## src/rtl/onchip_mem_reader_if.sv

```systemverilog
// Bus bundle for onchip_mem_reader: Avalon-MM read port toward the sample RAM
// and the valid/ready byte stream toward the readout path.
interface onchip_mem_reader_if #(
  parameter int ADDR_WIDTH = 15,
  parameter int DATA_WIDTH = 8
);
  logic [ADDR_WIDTH-1:0] avm_address;
  logic                  avm_chipselect;
  logic                  avm_write;
  logic [DATA_WIDTH-1:0] avm_writedata;
  logic                  avm_clken;
  logic [DATA_WIDTH-1:0] avm_readdata;
  logic [DATA_WIDTH-1:0] out_data;
  logic                  out_valid;
  logic                  out_ready;
  logic                  out_last;

  modport master (
    output avm_address, avm_chipselect, avm_write, avm_writedata, avm_clken,
    input  avm_readdata,
    output out_data, out_valid, out_last,
    input  out_ready
  );

  modport slave (
    input  avm_address, avm_chipselect, avm_write, avm_writedata, avm_clken,
    output avm_readdata,
    input  out_data, out_valid, out_last,
    output out_ready
  );
endinterface

```

## src/rtl/onchip_mem_reader.sv

```systemverilog
// Streams a contiguous region of the on-chip sample RAM out as a byte stream,
// issuing reads only when the 2-entry output buffer can absorb the return.
module onchip_mem_reader #(
  parameter int ADDR_WIDTH = 15,
  parameter int DATA_WIDTH = 8,
  parameter int LEN_WIDTH  = 16
) (
  input  logic                  clk,
  input  logic                  reset_n,
  input  logic                  start,
  input  logic [ADDR_WIDTH-1:0] base_addr,
  input  logic [LEN_WIDTH-1:0]  length,
  output logic                  busy,
  output logic                  done,
  onchip_mem_reader_if.master   bus
);

  typedef enum logic [1:0] {IDLE, READ, DRAIN, FINISH} state_t;

  state_t                state, state_next;
  logic [ADDR_WIDTH-1:0] addr;
  logic [LEN_WIDTH-1:0]  issue_cnt;
  logic [LEN_WIDTH-1:0]  rx_cnt;
  logic                  inflight;
  logic [DATA_WIDTH-1:0] fifo_data [2];
  logic                  fifo_last [2];
  logic                  head;
  logic                  tail;
  logic [1:0]            fifo_count;
  logic [1:0]            occupancy;
  logic                  push;
  logic                  pop;
  logic                  room;
  logic                  issue;

  assign push      = inflight;
  assign pop       = bus.out_valid & bus.out_ready;
  assign tail      = head ^ fifo_count[0];
  // An in-flight read already owns a slot, so it counts against the buffer.
  assign occupancy = fifo_count + {1'b0, inflight};
  assign room      = (occupancy - {1'b0, pop}) < 2'd2;

  assign bus.avm_address    = addr;
  assign bus.avm_chipselect = issue;
  assign bus.avm_write      = 1'b0;
  assign bus.avm_writedata  = '0;
  assign bus.avm_clken      = 1'b1;
  assign bus.out_valid      = (fifo_count != 2'd0);
  assign bus.out_data       = fifo_data[head];
  assign bus.out_last       = bus.out_valid & fifo_last[head];

  always_ff @(posedge clk) begin
    if (!reset_n) state <= IDLE;
    else          state <= state_next;
  end

  always_comb begin
    state_next = state;
    case (state)
      IDLE:   if (start) state_next = (length == '0) ? FINISH : READ;
      READ:   if (issue && issue_cnt == LEN_WIDTH'(1)) state_next = DRAIN;
      DRAIN:  if (pop && bus.out_last) state_next = FINISH;
      FINISH: state_next = IDLE;
      default: state_next = IDLE;
    endcase
  end

  always_comb begin
    busy  = 1'b0;
    done  = 1'b0;
    issue = 1'b0;
    case (state)
      READ: begin
        busy  = 1'b1;
        issue = (issue_cnt != '0) && room;
      end
      DRAIN:  busy = 1'b1;
      FINISH: done = 1'b1;
      default: ;
    endcase
  end

  always_ff @(posedge clk) begin
    if (!reset_n) begin
      addr       <= '0;
      issue_cnt  <= '0;
      rx_cnt     <= '0;
      inflight   <= 1'b0;
      head       <= 1'b0;
      fifo_count <= '0;
      for (int unsigned i = 0; i < 2; i++) begin
        fifo_data[i] <= '0;
        fifo_last[i] <= 1'b0;
      end
    end else begin
      if (state == IDLE && start) begin
        addr      <= base_addr;
        issue_cnt <= length;
        rx_cnt    <= length;
      end
      if (issue) begin
        addr      <= addr + ADDR_WIDTH'(1);
        issue_cnt <= issue_cnt - LEN_WIDTH'(1);
      end
      inflight <= issue;
      // With count==2 a push only happens alongside a pop, and tail then
      // aliases the slot being vacated.
      if (push) begin
        fifo_data[tail] <= bus.avm_readdata;
        fifo_last[tail] <= (rx_cnt == LEN_WIDTH'(1));
        rx_cnt          <= rx_cnt - LEN_WIDTH'(1);
      end
      if (pop) head <= ~head;
      fifo_count <= fifo_count + {1'b0, push} - {1'b0, pop};
    end
  end

endmodule

```

## src/flat_wrapper.sv

```systemverilog
// flat-port wrapper written by rule: the top's interface ports become plain ports
module onchip_mem_reader_flat 
#(
  parameter int ADDR_WIDTH = 15,
  parameter int DATA_WIDTH = 8,
  parameter int LEN_WIDTH  = 16
)
  (clk, reset_n, start, base_addr, length, busy, done, bus_avm_address, bus_avm_chipselect, bus_avm_write, bus_avm_writedata, bus_avm_clken, bus_avm_readdata, bus_out_data, bus_out_valid, bus_out_last, bus_out_ready);
  onchip_mem_reader_if #(.ADDR_WIDTH(ADDR_WIDTH), .DATA_WIDTH(DATA_WIDTH)) bus_i ();
  input  logic clk;
  input  logic reset_n;
  input  logic start;
  input  logic [ADDR_WIDTH-1:0] base_addr;
  input  logic [LEN_WIDTH-1:0] length;
  output logic busy;
  output logic done;
  output wire logic [$bits(bus_i.avm_address)-1:0] bus_avm_address;
  output wire logic [$bits(bus_i.avm_chipselect)-1:0] bus_avm_chipselect;
  output wire logic [$bits(bus_i.avm_write)-1:0] bus_avm_write;
  output wire logic [$bits(bus_i.avm_writedata)-1:0] bus_avm_writedata;
  output wire logic [$bits(bus_i.avm_clken)-1:0] bus_avm_clken;
  input wire logic [$bits(bus_i.avm_readdata)-1:0] bus_avm_readdata;
  output wire logic [$bits(bus_i.out_data)-1:0] bus_out_data;
  output wire logic [$bits(bus_i.out_valid)-1:0] bus_out_valid;
  output wire logic [$bits(bus_i.out_last)-1:0] bus_out_last;
  input wire logic [$bits(bus_i.out_ready)-1:0] bus_out_ready;
  assign bus_avm_address = bus_i.avm_address;
  assign bus_avm_chipselect = bus_i.avm_chipselect;
  assign bus_avm_write = bus_i.avm_write;
  assign bus_avm_writedata = bus_i.avm_writedata;
  assign bus_avm_clken = bus_i.avm_clken;
  assign bus_i.avm_readdata = bus_avm_readdata;
  assign bus_out_data = bus_i.out_data;
  assign bus_out_valid = bus_i.out_valid;
  assign bus_out_last = bus_i.out_last;
  assign bus_i.out_ready = bus_out_ready;
  onchip_mem_reader #(.ADDR_WIDTH(ADDR_WIDTH), .DATA_WIDTH(DATA_WIDTH), .LEN_WIDTH(LEN_WIDTH)) u_core (.clk(clk), .reset_n(reset_n), .start(start), .base_addr(base_addr), .length(length), .busy(busy), .done(done), .bus(bus_i));
endmodule
```

## config.mk

```make
export PLATFORM = sky130hd
export DESIGN_NAME = onchip_mem_reader_flat
export DESIGN_NICKNAME = d
export VERILOG_FILES = /design/src/rtl/onchip_mem_reader_if.sv /design/src/rtl/onchip_mem_reader.sv /design/src/flat_wrapper.sv
export SDC_FILE = /design/constraint.sdc
export NUM_CORES = 1
export LEC_CHECK = 0
export BUFFER_PORTS_ARGS = -buffer_cell sky130_fd_sc_hd__buf_2
export CORE_MARGIN = 4
export CORE_UTILIZATION = 50
export CTS_BUF_LIST = sky130_fd_sc_hd__clkbuf_8 sky130_fd_sc_hd__clkbuf_16
export DETAILED_ROUTE_END_ITERATION = 7
export PLACE_DENSITY = 0.76
export SLEW_MARGIN = 20
export SYNTH_ARGS = -nofsm -noshare
export SYNTH_HDL_FRONTEND = slang
export SYNTH_SLANG_ARGS = --single-unit
export TNS_END_PERCENT = 100
```

## constraint.sdc

```tcl
create_clock -name clk -period 2.7 [get_ports clk]
set_clock_uncertainty 0.05 [all_clocks]
set_input_delay 0.27 -clock clk [delete_from_list [all_inputs] [get_ports clk]]
set_output_delay 0.27 -clock clk [all_outputs]
set_load 0.02 [all_outputs]
```

# --- Yosys cells after proc, flatten, opt, wreduce, memory -nomap -nowiden ---
# Memory sizes are Yosys's and may differ from the RTL's. A register that Yosys moved wholly into a read port is not among the register bits.
# Cells that the tools add are included.
totals:
  regBits: 53
  latchBits: 0
  ramBits: 18
  mem_bits_ro: 0
  in_bits: 43
  output_inout_bits: 38
  n_memories: 2
classes:
  add_sub_neg: 5
  mul: 0
  div_mod_pow: 0
  order_cmp: 1
  eq_ne: 8
  shift: 0
  mux: 27
  bitwise: 4
  n_reduce_logical: 14
mem_list:
  columns: ["memory", "depth", "width", "rd", "rd_clocked_by_memory_dff", "wr", "line", "text"]
  rows:
  - ["u_core.fifo_data", 2, 8, 1, 1, 2, "onchip_mem_reader.sv:25", "logic [DATA_WIDTH-1:0] fifo_data [2];"]
  - ["u_core.fifo_last", 2, 1, 1, 1, 2, "onchip_mem_reader.sv:26", "logic fifo_last [2];"]
ops:
  columns: ["op", "count"]
  rows:
  - ["$mux W16", 3]
  - ["$eq A16 B1 Y1 const B", 2]
  - ["$sub A16 B1 Y16 const B", 2]
  - ["$mux W15", 2]
  - ["$logic_not A16 Y1", 1]
  - ["$mux W1", 16]
  - ["$reduce_bool A16 Y1", 1]
  - ["$add A15 B1 Y15 const B", 1]
  - ["$mux W2", 4]
  - ["$mux W8", 1]
  - ["$pmux W2 S4", 1]
  - ["$reduce_or A8 Y1", 1]
  - ["$reduce_bool A2 Y1", 3]
  - ["$eq A2 B2 Y1 const B", 2]
  - ["$logic_and A1 B1 Y1", 4]
  - ["$ne A2 B1 Y1 const B", 2]
  - ["$reduce_and A3 Y1", 1]
  - ["$add A2 B1 Y2", 1]
  - ["$and A1 B1 Y1", 2]
  - ["$eq A2 B1 Y1 const B", 1]
  - ["$logic_not A2 Y1", 1]
  - ["$lt A2 B2 Y1 const B", 1]
  - ["$ne A2 B2 Y1 const B", 1]
  - ["$reduce_or A2 Y1", 1]
  - ["other kinds (4)", 4]

# --- Depth between registers and ports, before layout ---
depth:
  ltp_word: 9
  depth_mapped: 13

# --- Worst setup path before layout ---
# Ideal clock, no wire load.
synth_path:
  path_kind: "flip-flop to flip-flop"
  from: "register u_core.fifo_count[0]"
  to: "register u_core.addr[12] (netlist: u_core.bus.avm_address[12])"
  setup_time_ps: 122
  arrival_ps: 2505
  slack_ps: 23
  path_stages_with_launch: 14
  path_buffers: 2
  synth_period_minus_slack_ps: 2677
  path_cell_list: "dfxtp_1 -> o21ai_0 -> inv_1 -> ha_1 -> inv_1 -> ha_1 -> xnor3_1 -> nand2_1 -> a21o_4 -> inv_2 -> buf_6 -> buf_2 -> nor2_1 -> o311a_1"
synth_between:
  elab_chain_len: 7
  word_cells_on_any_way: 9
  cone_classes: "add/sub (2); order compare (1); mux (2); bitwise (1); reduce/logical (3)"
synth_lines:
  columns: ["item", "line", "text"]
  rows:
  - ["from (decl)", "onchip_mem_reader.sv:29", "logic [1:0] fifo_count;"]
  - ["from (signal assigned)", "onchip_mem_reader.sv:114", "fifo_count <= fifo_count + {1'b0, push} - {1'b0, pop};"]
  - ["$reduce_bool A2 Y1 (*)", "onchip_mem_reader.sv:48", "assign bus.out_valid = (fifo_count != 2'd0);"]
  - ["$and A1 B1 Y1 (*)", "onchip_mem_reader.sv:37", "assign pop = bus.out_valid & bus.out_ready;"]
  - ["net u_core.pop", "onchip_mem_reader.sv:32", "logic pop;"]
  - ["$sub A2 B1 Y2 (*)", "onchip_mem_reader.sv:41", "assign room = (occupancy - {1'b0, pop}) < 2'd2;"]
  - ["$lt A2 B2 Y1 (*)", "onchip_mem_reader.sv:41", null]
  - ["$logic_and A1 B1 Y1 (*)", "onchip_mem_reader.sv:75", "issue = (issue_cnt != '0) && room;"]
  - ["$mux W1 (*)", "onchip_mem_reader.sv:72", "case (state)"]
  - ["$mux W15 / $reduce_bool A2 Y1 (equally long branches)", null, null]
  - ["to (signal assigned)", "onchip_mem_reader.sv:97", "addr <= base_addr;"]
  - ["to (signal assigned)", "onchip_mem_reader.sv:102", "addr <= addr + ADDR_WIDTH'(1);"]
  - ["to (decl)", "onchip_mem_reader.sv:21", "logic [ADDR_WIDTH-1:0] addr;"]
# Mark *: on every way through the listed nets, which the timed path passes. The rest lies on a longest branch.
# A chain may end at the register's enable or synchronous reset.

# --- Final worst setup path ---
layout_path:
  from: "register u_core.fifo_count[1]"
  to: "output port bus_avm_chipselect"
layout_between:
  elab_chain_len: 6
  word_cells_on_any_way: 7
  cone_classes: "add/sub (2); order compare (1); mux (1); bitwise (1); reduce/logical (2)"
layout_lines:
  columns: ["item", "line", "text"]
  rows:
  - ["$reduce_bool A2 Y1", "onchip_mem_reader.sv:48", null]
  - ["$and A1 B1 Y1", "onchip_mem_reader.sv:37", null]
  - ["net u_core.pop", "onchip_mem_reader.sv:32", null]
  - ["$sub A2 B1 Y2", "onchip_mem_reader.sv:41", null]
  - ["$lt A2 B2 Y1", "onchip_mem_reader.sv:41", null]
  - ["$logic_and A1 B1 Y1", "onchip_mem_reader.sv:75", null]
  - ["$mux W1", "onchip_mem_reader.sv:72", null]
  - ["to (decl)", "flat_wrapper.sv:18", "output wire logic [$bits(bus_i.avm_chipselect)-1:0] bus_avm_chipselect;"]
# The timed path passes the listed nets, and every way through them passes these cells.

==> impl_metrics.csv <==
group,metric,value,unit
synthesis,synth_edf_count,16,
layout,fillers,720,
routing,drc,0,
global_routing,use_met1,27.7,%
clock_network,numCtsBuffers,9,
clock_network,cts_max_path_buffers,2,
synthesis,synthMuxAreaShare,6.91,%
global_routing,gr-total-overflow,0,
clock_network,cts.sinks,72,
layout,syn_to_final_growth,17.9,%
floorplanning,start_util,51.4,%
critical_path,crit_type,"reg2out",
floorplanning,die_area,9930,µm²
power_and_ir_drop,p_sw_share,42.8,%
floorplanning,ios,81,
timing,rsz0062_at_grt,"false",
routing,wire_per_inst,16.4,µm
global_routing,grt_antenna_before_repair,0,
synthesis,async_flop_share,0,%
timing,finalSetupViolations,0,
synthesis,synth_fa_ha_area_share,3.57,%
run,maxCapViolations,0,
floorplanning,die_h,99.7,µm
layout,design_area,4950,µm²
layout,layout_common_cells,"buf_2, nand2_1, dfxtp_1",
layout,nets,615,
layout,multiInputGateArea,2350,µm²
place,globalplace.congestion,0.875,
clock_network,cts-root-buf,"clkbuf_8",
clock_network,clkLatencyLatePin,360,ps
critical_path,critPathRequiredTime,2380,ps
layout,drive_above_1_share,24.2,%
timing,fin_crit,2600,ps
synthesis,synth-simple-area-share,24.5,%
synthesis,syn_area_per_cell,8.70,µm²
timing,fmax,0.384,GHz
synthesis,synthesis.area,4200,µm²
layout,seqCellArea,1600,µm²
power_and_ir_drop,clkPwrFrac,16.9,%
synthesis,ys_ff_latch,72,
place,placed_cell_area,4670,µm²
floorplanning,rows,33,
synthesis,synth_top_family_by_area,"simple AND/OR/NAND/NOR gates",
timing,hold_viol,0,
global_routing,grt_max_degree,45,
global_routing,track_usage,22.2,%
place,hpwl,7860,µm
global_routing,gr-max-usage-layer,"met2",
synthesis,synth_ff_type,"dfxtp_1",
floorplanning,coreArea,8180,µm²
global_routing,grt_pass1_vias,3803,
clock_network,cts.reportedPaths.clkPinSlew,80,ps
timing,drv_slew,0,
routing,firstDrtPassIters,7,
power_and_ir_drop,internal_power,3.00,mW
critical_path,end_kind,"output pin",
timing,tightestPinTransition,576,ps
critical_path,worstPathArrival,2280,ps
critical_path,crit_fanout,8,
synthesis,synth_cell_types,67,
power_and_ir_drop,power_density,1060,nW/µm²
power_and_ir_drop,p_leak,2.04,nW
routing,wl,11000,µm
global_routing,use_met2,37.6,%
timing,period_share,96.4,%
clock_network,cts_htree_levels,3,
power_and_ir_drop,combPwrFrac,50.1,%
global_routing,grt_pass1_wl,18000,µm
clock_network,tritoncts,"built",
power_and_ir_drop,p_seq_share,33.0,%
floorplanning,die_w,99.7,µm
routing,num_vias,3959,
power_and_ir_drop,peakVddDrop,509,µV
outcome,outcome,"completed",
routing,vias_per_cell,5.91,
timing,tns,0,ps
routing,first_iter_violations,299,
critical_path,start_kind,"register",
power_and_ir_drop,power.switching,2.24,mW
routing,ant_nets,0,
worst_hold_path,hold_path_class,"in2reg",
synthesis,synth_seq_area_share,38.1,%
synthesis,synth_compound_area_share,18.2,%
global_routing,grt.met3_usage,4.84,%
layout,layout_commonest_cell,"buf_2",
timing,max_slew_margin,60.6,%
synthesis,syn_inst,483,
place,portBuffers,70,
synthesis,ys_warn_count,0,
layout,n_antenna_cell,0,
synthesis,synth_xor_area_share,1.79,%
path summary, 6_finish.rpt:
kind / startpoint / end / slack, ps / cells after the start
max: u_core.fifo_count[1]$_SDFF_PN0_ / bus_avm_chipselect / 100 / 11
min: base_addr[10] / u_core.bus.avm_address[10]$_SDFFE_PN0P_ / 120 / 3
max reg2reg: u_core.fifo_count[1]$_SDFF_PN0_ / u_core.issue_cnt[5]$_SDFFE_PN0P_ / 140 / 13
min reg2reg: u_core.rx_cnt[10]$_SDFFE_PN0P_ / u_core.rx_cnt[10]$_SDFFE_PN0P_ / 430 / 2
cells by family after synthesis:
kind of cell / count (synthesis)
buffers and inverters: 58
multiplexers: 27
AND/OR/NAND/NOR: 198
adder cells (fa/ha/maj): 12
other: 2
flip-flops: 72
XOR/XNOR: 7
AO/OA/AOI/OAI: 107
repair_timing:
item | 4_1_cts | 5_1_grt
pin swaps | 1 | 0
buffers inserted | 0 | 5
hold buffers | 0 | 0
setup endpoints to repair | 1 | 1
endpoints found under the hold margin | 0 | 0
cloned | 1 | 0
gates resized for setup | 3 | 2
stage by stage:
stage | util (%) | power [mW] | hold WS (ps) | cells | setup WS, ps
floorplan | - | 3.49 | 356 | 491 | 23.5
global placement | 57.1 | 4.09 | 397 | 648 | 172
detailed placement | 57.1 | 4.17 | 417 | 648 | 88.8
CTS | 60.1 | 5.15 | 104 | 665 | 5.85
global route | 60.6 | 5.59 | 110 | 670 | 9.62
finish | 60.6 | 5.24 | 116 | 670 | 98.1
flip-flops by register name, summed over array words and instances, names as in the netlist, named ones only:
signal	flops
u_core.fifo_data	16
u_core.issue_cnt	16
u_core.rx_cnt	16
u_core.bus.avm_address	15
u_core.fifo_count	2
u_core.fifo_last	2
u_core.state	2
u_core.head	1
u_core.inflight	1
per-layer routing:
layer  vias to the layer above  wire length, µm
li1                       1935                -
met1                      1867             4740
met2                       132             5390
met3                        25              644
met4                         0              230
met5                         -                0
worst max-delay path, cell delays in order, from the launching register on:
cell,delay (ps)
dfxtp_1,350
o21ai_2,140
inv_1,60
ha_1,270
inv_1,40
ha_1,180
xnor3_1,230
nand2_1,100
a21o_4,230
inv_4,90
buf_12,120
buf_6,120
power by group through the flow:
stage	combinational (mW)	clock, mW	sequential, mW
after global placement	2.38	0	1.71
final	2.63	0.885	1.73
after CTS	2.54	0.894	1.71
after floorplan	1.77	0	1.73
after detailed placement	2.44	0	1.73
after global routing	2.87	0.942	1.77
cell type report:
class,count,share of cell area (%)
clock inverters,7,1.54
inverters,19,1.49
multi-input cells,361,47.4
well taps,105,2.65
flip-flops and latches,72,32.3
clock buffers,9,2.50
repair buffers,97,12.0
synth_stat cells (4+ instances only):
cell,number,share of area [%]
nand2_1,58,5.2
dfxtp_1,56,27
nor2_1,31,2.8
a21oi_1,26,3.1
and2_1,20,3.0
clkbuf_1,20,1.8
nor3_1,20,2.4
o21ai_0,19,2.3
inv_1,17,1.5
edfxtp_1,16,11
nand3_1,16,1.9
mux2i_1,14,3.3
buf_4,12,2.1
ha_1,12,3.6
mux2_2,12,3.2
a211oi_1,11,2.0
nor4_1,10,1.5
o221ai_1,9,1.9
or4_1,9,1.6
and3_1,7,1.0
nand4_1,6,0.89
or3_1,5,0.74
a311oi_1,4,0.83
buf_2,4,0.48
nand4b_1,4,0.83
o311ai_0,4,0.83
xor2_1,4,0.83
(Power assumes the default switching activity.)
